<file path="config.mk">
export PLATFORM = sky130hd
export DESIGN_NAME = demux_lane_gather_flat
export DESIGN_NICKNAME = d
export VERILOG_FILES = /design/src/rtl/demux_lane_gather_pkg.sv /design/src/rtl/demux_lane_gather_if.sv /design/src/rtl/demux_gather_lane.sv /design/src/rtl/demux_lane_gather.sv /design/src/flat_wrapper.sv
export SDC_FILE = /design/constraint.sdc
export NUM_CORES = 1
export LEC_CHECK = 0
export CORE_MARGIN = 1.5
export CORE_UTILIZATION = 25
export CTS_CLUSTER_SIZE = 10
export DETAILED_ROUTE_END_ITERATION = 10
export PLACE_DENSITY_LB_ADDON = 0.3
export SYNTH_ARGS = -nofsm -noshare
export SYNTH_HDL_FRONTEND = slang
export SYNTH_SLANG_ARGS = --single-unit
export TNS_END_PERCENT = 10
</file>
<file path="constraint.sdc">
create_clock -name clk -period 1.4 [get_ports clk]
set_clock_uncertainty 0.1 [all_clocks]
set_input_delay 0.28 -clock clk [delete_from_list [all_inputs] [get_ports clk]]
set_output_delay 0.28 -clock clk [all_outputs]
set_load 0.05 [all_outputs]
</file>
<file path="src/rtl/demux_lane_gather_pkg.sv">
// -----------------------------------------------------------------------------
// phy_pkg
//
// Shared definitions for the PHY receive-path lane gather block.
//   - Default slot/byte width and default lane geometry.
//   - cnt_width(): width of a counter that must hold the values 0..n-1
//     (never narrower than 1 bit). Used for the per-lane slot counter and,
//     when PARTIAL_FLUSH_EN is defined, the per-lane idle-gap counter.
//   - Slot-index helpers: flattened output slot numbering is lane*RATIO+k.
// -----------------------------------------------------------------------------
package phy_pkg;

   localparam int DEFAULT_DATA_W    = 8;
   localparam int DEFAULT_IN_LANES  = 2;
   localparam int DEFAULT_RATIO     = 2;
   localparam int DEFAULT_FLUSH_GAP = 4;

   // Slot k = 0 always holds the oldest byte of a gathered word.
   localparam int FIRST_SLOT = 0;

   // Width of a counter holding 0..n-1; a single bit is the floor so that
   // degenerate sizes still yield a legal vector.
   function automatic int cnt_width(input int n);
      return (n > 2) ? $clog2(n) : 1;
   endfunction

   // Flattened slot number of slot k in lane l.
   function automatic int slot_index(input int lane, input int k, input int ratio);
      return lane * ratio + k;
   endfunction

endpackage : phy_pkg

</file>
<file path="src/rtl/demux_lane_gather_if.sv">
// -----------------------------------------------------------------------------
// demux_lane_gather_if
//
// Bundle of the lane gather data path.
//   valid_in  [IN_LANES]               per-lane byte valid
//   data_in   [IN_LANES*DATA_W]        lane l at [l*DATA_W +: DATA_W]
//   valid_out [IN_LANES*RATIO]         slot valid, slot l*RATIO+k
//   data_out  [IN_LANES*RATIO*DATA_W]  slot l*RATIO+k at [(l*RATIO+k)*DATA_W +: DATA_W]
//
// Modports:
//   master - the lane deserialiser side (drives bytes, observes slots)
//   slave  - the gather block itself (consumes bytes, drives slots)
// -----------------------------------------------------------------------------
interface demux_lane_gather_if #(
   parameter int DATA_W   = 8,
   parameter int IN_LANES = 2,
   parameter int RATIO    = 2
) ();

   logic [IN_LANES-1:0]              valid_in;
   logic [IN_LANES*DATA_W-1:0]       data_in;
   logic [IN_LANES*RATIO-1:0]        valid_out;
   logic [IN_LANES*RATIO*DATA_W-1:0] data_out;

   modport master (
      output valid_in,
      output data_in,
      input  valid_out,
      input  data_out
   );

   modport slave (
      input  valid_in,
      input  data_in,
      output valid_out,
      output data_out
   );

endinterface : demux_lane_gather_if

</file>
<file path="src/rtl/demux_gather_lane.sv">
// -----------------------------------------------------------------------------
// demux_gather_lane
//
// One input lane of the gather block. Consecutive accepted bytes are stored
// into a RATIO-deep gather buffer (oldest in slot 0). When the byte filling
// the last slot is accepted, the whole word is copied into a separate output
// register and shown for exactly one cycle; all other cycles the outputs are
// zero. Idle cycles (valid_in = 0) leave the partial word untouched.
//
// Optional feature, macro PARTIAL_FLUSH_EN: an idle-gap counter runs while a
// partial word is held. After FLUSH_GAP consecutive idle cycles the filled
// slots are emitted (unfilled slots stay invalid and zero) and the lane
// restarts at slot 0. A byte arriving on that cycle wins and no flush occurs.
// Without the macro partial words are held indefinitely.
//
// Ports:
//   clk        in   clock, all logic on posedge
//   reset      in   synchronous active-high reset
//   valid_in   in   byte valid for this lane
//   data_in    in   DATA_W byte
//   valid_out  out  RATIO slot valids (one-cycle pulse)
//   data_out   out  RATIO*DATA_W slot data, slot k at [k*DATA_W +: DATA_W]
// -----------------------------------------------------------------------------
module demux_gather_lane
   import phy_pkg::*;
#(
   parameter int DATA_W    = DEFAULT_DATA_W,
   parameter int RATIO     = DEFAULT_RATIO,
   parameter int FLUSH_GAP = DEFAULT_FLUSH_GAP
) (
   input  logic                    clk,
   input  logic                    reset,
   input  logic                    valid_in,
   input  logic [DATA_W-1:0]       data_in,
   output logic [RATIO-1:0]        valid_out,
   output logic [RATIO*DATA_W-1:0] data_out
);

   localparam int              CNT_W    = cnt_width(RATIO);
   localparam logic [CNT_W-1:0] CNT_LAST = CNT_W'(RATIO - 1);

   logic [CNT_W-1:0]        cnt_q,  cnt_d;
   logic [DATA_W-1:0]       buf_q  [RATIO];
   logic [DATA_W-1:0]       buf_d  [RATIO];
   logic [RATIO-1:0]        vout_q, vout_d;
   logic [RATIO*DATA_W-1:0] dout_q, dout_d;

`ifdef PARTIAL_FLUSH_EN
   localparam int              GAP_W    = cnt_width(FLUSH_GAP);
   // Value of the gap counter on the FLUSH_GAP-th consecutive idle cycle.
   localparam logic [GAP_W-1:0] GAP_LAST = GAP_W'(FLUSH_GAP - 1);

   logic [GAP_W-1:0] gap_q, gap_d;
`endif

   // ---------------------------------------------------------------------------
   // Next-state logic
   // ---------------------------------------------------------------------------
   always_comb begin
      // NOTE: every signal written here gets a default first, so no path can
      // leave one unassigned and infer a latch; outputs default to an empty,
      // zeroed slot set, which is what every non-emit cycle must show.
      cnt_d  = cnt_q;
      buf_d  = buf_q;
      vout_d = '0;
      dout_d = '0;
`ifdef PARTIAL_FLUSH_EN
      gap_d  = gap_q;
`endif

      if (valid_in) begin
         buf_d[cnt_q] = data_in;
`ifdef PARTIAL_FLUSH_EN
         gap_d = '0;
`endif
         if (cnt_q == CNT_LAST) begin
            // Word complete: publish the buffer including the byte just taken.
            // The output register is separate, so a byte arriving next cycle
            // may overwrite slot 0 of the buffer without disturbing the pulse.
            cnt_d  = '0;
            vout_d = '1;
            for (int k = 0; k < RATIO; k++) begin
               dout_d[k*DATA_W +: DATA_W] = buf_d[k];
            end
         end else begin
            cnt_d = cnt_q + CNT_W'(1);
         end
      end
`ifdef PARTIAL_FLUSH_EN
      else if (cnt_q != '0) begin
         if (gap_q == GAP_LAST) begin
            // Flush the filled slots 0..cnt-1; the rest stay invalid and zero.
            for (int k = 0; k < RATIO; k++) begin
               if (CNT_W'(k) < cnt_q) begin
                  vout_d[k]                  = 1'b1;
                  dout_d[k*DATA_W +: DATA_W] = buf_q[k];
               end
            end
            cnt_d = '0;
            gap_d = '0;
         end else begin
            gap_d = gap_q + GAP_W'(1);
         end
      end
`endif
   end

   // ---------------------------------------------------------------------------
   // State and output registers
   // ---------------------------------------------------------------------------
   // NOTE: state is updated with non-blocking assignments so every register
   // samples the pre-edge values regardless of statement order.
   always_ff @(posedge clk) begin
      if (reset) begin
         cnt_q  <= '0;
         vout_q <= '0;
         dout_q <= '0;
         // NOTE: the gather buffer is cleared on reset as well; it is small,
         // and a reset must leave no stale partial-word bytes behind.
         for (int k = 0; k < RATIO; k++) begin
            buf_q[k] <= '0;
         end
`ifdef PARTIAL_FLUSH_EN
         gap_q  <= '0;
`endif
      end else begin
         cnt_q  <= cnt_d;
         buf_q  <= buf_d;
         vout_q <= vout_d;
         dout_q <= dout_d;
`ifdef PARTIAL_FLUSH_EN
         gap_q  <= gap_d;
`endif
      end
   end

   assign valid_out = vout_q;
   assign data_out  = dout_q;

endmodule : demux_gather_lane

</file>
<file path="src/rtl/demux_lane_gather.sv">
// -----------------------------------------------------------------------------
// demux_lane_gather
//
// Parametrised lane gather for the PHY receive path. Each of IN_LANES input
// byte lanes is gathered independently into RATIO consecutive valid bytes,
// which appear in parallel on that lane's RATIO output slots for one cycle,
// one clock after the last byte is sampled. Gaps in a lane's valid are
// transparent. There is no backpressure.
//
// Optional feature: define PARTIAL_FLUSH_EN to flush a partial word after
// FLUSH_GAP consecutive idle cycles on its lane.
//
// Parameters: DATA_W (slot width), IN_LANES, RATIO (>= 2), FLUSH_GAP.
// The interface instance must be built with the same DATA_W/IN_LANES/RATIO.
//
// Ports:
//   clk    in     single clock, all logic on posedge
//   reset  in     synchronous active-high reset; discards partial words
//   bus    slave  valid_in/data_in in, valid_out/data_out out
//                 (slot l*RATIO+k at [(l*RATIO+k)*DATA_W +: DATA_W])
// -----------------------------------------------------------------------------
module demux_lane_gather
   import phy_pkg::*;
#(
   parameter int DATA_W    = DEFAULT_DATA_W,
   parameter int IN_LANES  = DEFAULT_IN_LANES,
   parameter int RATIO     = DEFAULT_RATIO,
   parameter int FLUSH_GAP = DEFAULT_FLUSH_GAP
) (
   input  logic              clk,
   input  logic              reset,
   demux_lane_gather_if.slave bus
);

   // Per-lane results, gathered into the flat output vectors below.
   logic [RATIO-1:0]        lane_vout [IN_LANES];
   logic [RATIO*DATA_W-1:0] lane_dout [IN_LANES];

   for (genvar l = 0; l < IN_LANES; l++) begin : g_lane
      demux_gather_lane #(
         .DATA_W    (DATA_W),
         .RATIO     (RATIO),
         .FLUSH_GAP (FLUSH_GAP)
      ) u_lane (
         .clk       (clk),
         .reset     (reset),
         .valid_in  (bus.valid_in[l]),
         .data_in   (bus.data_in[l*DATA_W +: DATA_W]),
         .valid_out (lane_vout[l]),
         .data_out  (lane_dout[l])
      );
   end

   always_comb begin
      bus.valid_out = '0;
      bus.data_out  = '0;
      for (int l = 0; l < IN_LANES; l++) begin
         bus.valid_out[slot_index(l, FIRST_SLOT, RATIO) +: RATIO] = lane_vout[l];
         bus.data_out[slot_index(l, FIRST_SLOT, RATIO)*DATA_W +: RATIO*DATA_W] =
            lane_dout[l];
      end
   end

endmodule : demux_lane_gather
</file>
<file path="src/flat_wrapper.sv">
// flat-port wrapper written by rule: the top's interface ports become plain ports
module demux_lane_gather_flat import phy_pkg::*;
#(
   parameter int DATA_W    = DEFAULT_DATA_W,
   parameter int IN_LANES  = DEFAULT_IN_LANES,
   parameter int RATIO     = DEFAULT_RATIO,
   parameter int FLUSH_GAP = DEFAULT_FLUSH_GAP
)
  (clk, reset, bus_valid_in, bus_data_in, bus_valid_out, bus_data_out);
  demux_lane_gather_if #(.DATA_W(DATA_W), .IN_LANES(IN_LANES), .RATIO(RATIO)) bus_i ();
  input  logic clk;
  input  logic reset;
  input wire logic [$bits(bus_i.valid_in)-1:0] bus_valid_in;
  input wire logic [$bits(bus_i.data_in)-1:0] bus_data_in;
  output wire logic [$bits(bus_i.valid_out)-1:0] bus_valid_out;
  output wire logic [$bits(bus_i.data_out)-1:0] bus_data_out;
  assign bus_i.valid_in = bus_valid_in;
  assign bus_i.data_in = bus_data_in;
  assign bus_valid_out = bus_i.valid_out;
  assign bus_data_out = bus_i.data_out;
  demux_lane_gather #(.DATA_W(DATA_W), .IN_LANES(IN_LANES), .RATIO(RATIO), .FLUSH_GAP(FLUSH_GAP)) u_core (.clk(clk), .reset(reset), .bus(bus_i));
endmodule
</file>
# [Yosys cells after proc, flatten, opt, wreduce, memory -nomap -nowiden]
# Index checks and enable logic that the tools add are counted.
[totals] regBits=70 out_inout_bits=36 word_cells=38
[classes] addsub=2 n_lt_le_gt_ge=4 n_mux=10 n_bitwise=6 reduce_logical=6
[op_table] operator="$bwmux W16" n=2
[op_table] operator="$demux W8 S1" n=2
[op_table] operator="$mux W8" n=2
[op_table] operator="$reduce_or A3 Y1" n=2
[op_table] operator="$ge A2 B2 Y1 const B" n=2
[op_table] operator="$lt A2 B1 Y1 const B" n=2
[op_table] operator="$mux W2" n=2
[op_table] operator="$not A1 Y1" n=4
[op_table] operator="$not A1 Y2" n=2
[op_table] operator="$reduce_or A2 Y1" n=2
[op_table] operator="$add A1 B1 Y1 const B" n=2
[op_table] operator="$logic_and A1 B1 Y1" n=2
[op_table] operator="$mux W1" n=2

# [Logic depth before layout (Yosys ltp)]
[logic_depth] ltp_word=6 depth_mapped=4 ltp_nobuf=2

# [Cells and area by module]
# A second synthesis with hierarchy kept.
[hier_totals] hier_cells=160 hier_area_um2=1771.7
[modules_own_cells] module="demux_gather_lane" instances=2 cells_per_inst=80 area_per_inst_um2=885.8

# [Least setup slack after synthesis]
# No wires, ideal clock.
[synth_path] kind="register -> output" startpoint="reg u_core.g_lane[0].u_lane.valid_out[0] (netlist name)" endpoint="out bus_valid_out[1]" t_arrival_ns=0.894 required_ns=1.020 setup_slack_ns=0.126 path_stages_with_launch=2 path_buffers=1 path_cell_list="dfxtp_1 -> buf_4"
[synth_rtl] element="end: declaration" line="flat_wrapper.sv:15" rtl="output wire logic [$bits(bus_i.valid_out)-1:0] bus_valid_out;"

# [Final worst setup path]
[layout_path] startpoint="reg u_core.g_lane[1].u_lane.vout_q[0]" endpoint="out bus_valid_out[2]"
[layout_rtl] element="start: declaration" line="demux_gather_lane.sv:45" rtl="logic [RATIO-1:0] vout_q, vout_d;"
[layout_rtl] element="start signal: assignment" line="demux_gather_lane.sv:129" rtl="vout_q <= vout_d;"
# No word-level cell between the ends.

==> results.toml <==
[outcome]
status = "finished, final reports clean"

[logic_synthesis]
avgSynthCellArea_um2 = 11.0
yosysWarnings = 0
yosysMostFrequentCell = "dfxtp_1"
async_flop_share = 0
synth_top_area_cell = "dfxtp_1"
synth-seq-area-share = 0.605
postSynthNetCount = 177
synthTopCellsByArea = "dfxtp_1, nand2b_1, mux2i_1, and2_1, nor2_1"
ys_types = 15
syn_inst = 157
synth_edf_count = 0
synth_top_flop_cell = "dfxtp_1"
netlist_area_um2 = 1720
ys_ff_latch = 52
synthTopCellsByCount = "dfxtp_1, nand2b_1, and2_1, nor2_1, mux2i_1"
synth_top_cell_area_share = 0.605

[placement]
place_congestion = 0.675
dp_hpwl_um = 2360
placed_area_um2 = 2680
port_buffers = 55
dp_slack_ps = -169
dp.cells = 283

[global_routing]
grt_remaining_overflow = 0
grt_antenna_before_repair = 0
grt_pass1_vias = 1136
grt_max_degree = 18
grtUsageTotal = 0.0953
grt_pass1_wl_um = 5400

[detailed_routing]
routed-via-count = 1144
dr.first_iter.drc_count = 24
wl_per_cell_um = 11.1
antenna_left = 0
drt-pass1-iter-count = 4
via_per_inst = 3.93
totalWireLength_um = 3230
remaining_drc_errors = 0

[floorplan]
die_area_um2 = 7390
die_h_um = 86.0
row_count = 30
initial_core_util = 0.256
fp.dieW_um = 86.0
core_um2 = 6720
io_pins = 56

[layout]
diodes = 0
finalNetCount = 230
seqCellArea_um2 = 1040
area_growth_pct = 61.2
finalNonFillerCells = 291
fin_area_um2 = 2770
finish.utilization = 0.413
drive_gt1_frac = 0.227
fillers = 645
multi_input_area_um2 = 586

[clock_tree]
clock-root-buffer = "clkbuf_8"
path_clk_slew_ps = 80
hold_buffers = 0
post-cts-setup-buffer-count = 0
clock-sinks = 52
cts.htree.levels = 2
cts-buffers-inserted = 5
clock_latency_ps = 290
tritoncts = "built"
clockBufferDepth = 2
postCtsResizedCells = 0

[power_and_ir_drop]
finalPower_w = 0.00277
cell_internal_pwr_w = 0.00213
ir_worst_vdd_v = 0.000353
p_leak_nw = 1.10
power.density_nw_per_um2 = 1000
clkPwrFrac = 0.304
p_sw_frac = 0.231
power.share.sequential = 0.567
combinationalPowerShare = 0.130
p_switching_w = 0.000640

[critical_path]
slowest_delay_ps = 430
worstSetupPathType = "reg -> out"
worstSetupEndpointType = "output pin"
cp_slowest_cell = "dfxtp_1"
cp_max_fo = 2
cpLargestDelayFamily = "flip-flops"
crit_chain = "buf_12"
cp.arrival_ps = 880
cp_num_buf_inv = 1
start_kind = "flop"
cp.required_ps = 1020

[timing]
setup_ws_ps = 137
hold_viol = 0
period_needed_ps = 1260
relSlewSlack = 0.778
worstMarginPinSlew_ps = 332
setup_viol = 0
rsz0062_at_grt = "no"
fmax_mhz = 792
fin_crit_sh = 0.902
slew_viol_final = 0

[worst_hold_path]
hp-class = "reg -> reg"

[flow_run]
cap_viol_max_count = 0
==> flip-flops by register name (all words and copies together), names as in the netlist <==
register and flops:
u_core.g_lane.u_lane.cnt_q 2, u_core.g_lane.u_lane.valid_out 2, u_core.g_lane.u_lane.data_out 32, u_core.g_lane.u_lane.buf_q 16
==> layout by cell type, fill, tap and decap left out, drive strengths merged <==
master	netlist	final
nor2	17	17
nor2b	2	2
and2	17	17
mux2i	14	14
xnor2	2	2
clkbuf	4	8
dfxtp	52	52
nand2b	30	30
buf	11	42
nand4bb	2	2
nand2	2	2
o21ai	2	2
and3b	2	2
clkdlybuf4s50	0	19
==> final cells by class <==
type                            instances  share of cell area
Sequential cell                        52               0.375
Clock buffer                            8              0.0325
Multi-Input combinational cell         90               0.211
Timing Repair Buffer                   61               0.345
Tap cell                               80              0.0361
==> through the flow <==
step / TNS (ps) / hold slack [ps]
final: 0 / 362
after global routing: 0 / 382
after CTS: 0 / 366
after detailed placement: -5080 / 345
after global placement: -4940 / 339
after floorplan: 0 / 302
==> power groups by stage <==
stage          Clock, W  Sequential [W]  Combinational [W]
3_3_place_gp          0         0.00161           0.000359
2_1_floorplan         0         0.00165           0.000142
4_1_cts        0.000894         0.00157           0.000364
6_report       0.000842         0.00157           0.000359
3_5_place_dp          0         0.00161           0.000363
5_1_grt        0.000963         0.00158           0.000384
==> path summary, 6_finish.rpt <==
path,from,end,slack (ps),cells past startpoint
max,u_core.g_lane[1].u_lane.valid_out[0]$_SDFF_PP0_,bus_valid_out[2],140,1
min,u_core.g_lane[0].u_lane.buf_q[14]$_SDFFE_PP0P_,u_core.g_lane[0].u_lane.data_out[6]$_SDFF_PP0_,360,2
max reg2reg,u_core.g_lane[0].u_lane.cnt_q$_SDFFE_PP0P_,u_core.g_lane[0].u_lane.data_out[4]$_SDFF_PP0_,280,2
min reg2reg,u_core.g_lane[0].u_lane.buf_q[14]$_SDFFE_PP0P_,u_core.g_lane[0].u_lane.data_out[6]$_SDFF_PP0_,360,2
==> routing by layer <==
layer	global-route usage	vias to the layer above	routed length, µm
met3	0.0337	0	169
li1	-	587	-
met5	0	-	0
met2	0.143	33	1510
met4	0.0396	0	0
met1	0.124	524	1550
==> cells by family after synthesis <==
| group | Yosys count | share of synthesized area |
|---|---|---|
| compound gates | 2 | 0.00582 |
| xor+xnor | 2 | 0.0102 |
| mux | 14 | 0.0815 |
| flops | 52 | 0.605 |
| simple gates | 72 | 0.243 |
| buf+inv | 15 | 0.0545 |
(Power assumes the default switching activity.)
==> RTL edit, RTL diff (config.mk and constraints unchanged) <==
The package constant `DEFAULT_IN_LANES` goes from 2 to 4.
--- a/src/rtl/demux_lane_gather_pkg.sv
+++ b/src/rtl/demux_lane_gather_pkg.sv
@@ -11,7 +11,7 @@
 package phy_pkg;
 
    localparam int DEFAULT_DATA_W    = 8;
-   localparam int DEFAULT_IN_LANES  = 2;
+   localparam int DEFAULT_IN_LANES  = 4;
    localparam int DEFAULT_RATIO     = 2;
    localparam int DEFAULT_FLUSH_GAP = 4;
 
Interface: changed (resized bus_data_in, bus_data_out, bus_valid_in and bus_valid_out); port bits go from 56 to 110. No check against the original RTL was run, so the function may have changed too.
==> RTL edit against the unedited design <==
Setup slack got worse by 0.076 ns; register-to-register slack about the same; wire length increased by 110%; synthesized area increased by 99%; total power increased by 120%; count of clock-buffer cells in the layout grew 6; sequential cell count grew 52; design area rose by 110%; critical path type unchanged; largest power group unchanged.
==> RTL edit: results (changes against the unedited design) <==
- Ys Warns: 0 (unchanged)
- Worst Hold End: u_core.g_lane[1].u_lane.cnt_q$_SDFFE_PP0P_ (was u_core.g_lane[0].u_lane.data_out[6]$_SDFF_PP0_)
- CTS H-tree depth: 3 (was 2)
- DRT iter0 DRCs: 56 (was 24)
- Netlist cell types: 16 (was 15)
- Register area share after synthesis: 60.8% (was 60.5%)
- Root buffer cell: clkbuf_16 (was clkbuf_8)
- Non-clock buffers: 126 (was 61)
- Share of cells above drive strength 1: 24.4% (was 22.7%)
- Outcome: completed (unchanged)
- Clock Network Area Fraction: 5.02% (was 3.25%)
- Fill count: 1256 (was 645)
- Buffering overhead: 34.1% (was 34.5%)
- #MultiIn Comb: 181 (was 90)
- Slew HR: 78.8% (was 77.8%)
- Worst R2R Start: u_core.g_lane[3].u_lane.cnt_q$_SDFFE_PP0P_ (was u_core.g_lane[0].u_lane.cnt_q$_SDFFE_PP0P_)
- Largest net degree at the start of global routing: 32 (was 18)
- Hold depth: 3 (was 2)
- Internal: 4.81 mW (was 2.13 mW)
- Clock Buffer Count: 14 (was 8)
- Nets@finish: 460 (was 230)
- Crit path to: bus_valid_out[0] (was bus_valid_out[2])
- Commonest cells in the synthesized netlist: dfxtp_1, nand2b_1, nor2_1, and2_1, mux2i_1 (was dfxtp_1, nand2b_1, and2_1, nor2_1, mux2i_1)
- Minimum hold slack: 0.201 ns (was 0.362 ns)
- Seq/total area: 36.5% (was 37.5%)
- Total GRT Usage: 10.2% (was 9.53%)
- Worst reg2reg endpoint: u_core.g_lane[3].u_lane.data_out[1]$_SDFF_PP0_ (was u_core.g_lane[0].u_lane.data_out[4]$_SDFF_PP0_)
- Clock Latency Late Sink: 0.34 ns (was 0.29 ns)
- Flops & latches, synth: 104 (was 52)
- Leak: 2.28 nW (was 1.10 nW)
- VDD IR-drop max: 0.460 mV (was 0.353 mV)
- Max reg flops: 64 (was 32)
- Vias/cell: 3.89 (was 3.93)
- Area occupied by multi-input gates: 0.00117 sq mm (was 586 sq um)
- Tightest Hold Check Type: in -> reg (was reg -> reg)
- Syn Nets: 352 (was 177)
- # port buffers: 109 (was 55)
- Critical Path Source: u_core.g_lane[0].u_lane.valid_out[0]$_SDFF_PP0_ (was u_core.g_lane[1].u_lane.valid_out[0]$_SDFF_PP0_)
- Routed wire length: 6.94 mm (was 3.23 mm)
-- RTL edit: power by group through the flow --
stage	Clock [mW]	Combinational, mW	Sequential, mW
after floorplan	0	0.274	3.29
after global routing	2.58	0.760	3.15
after detailed placement	0	0.721	3.21
after CTS	2.48	0.723	3.14
final	2.38	0.711	3.14
after global placement	0	0.711	3.20
-- RTL edit: cells by family after synthesis --
logic type / share of synthesized area, %
xor+xnor: 0.768
compound gates: 0.585
simple gates: 24.5
mux: 8.48
buf+inv: 4.90
flops: 60.8
-- RTL edit: through the flow --
| stage | cells | cell area, sq um |
|---|---|---|
| floorplan | 314 | 3420 |
| global placement | 587 | 5420 |
| detailed placement | 587 | 5420 |
| CTS | 603 | 5710 |
| global route | 603 | 5710 |
| finish | 603 | 5710 |
-- RTL edit: routing by layer --
layer	track usage, %	part of all wire (%)	vias up
li1	-	-	1187
met1	11.2	42	1079
met2	16.5	49	69
met3	4.94	7.1	10
met4	4.91	1.9	0
met5	0	0	-
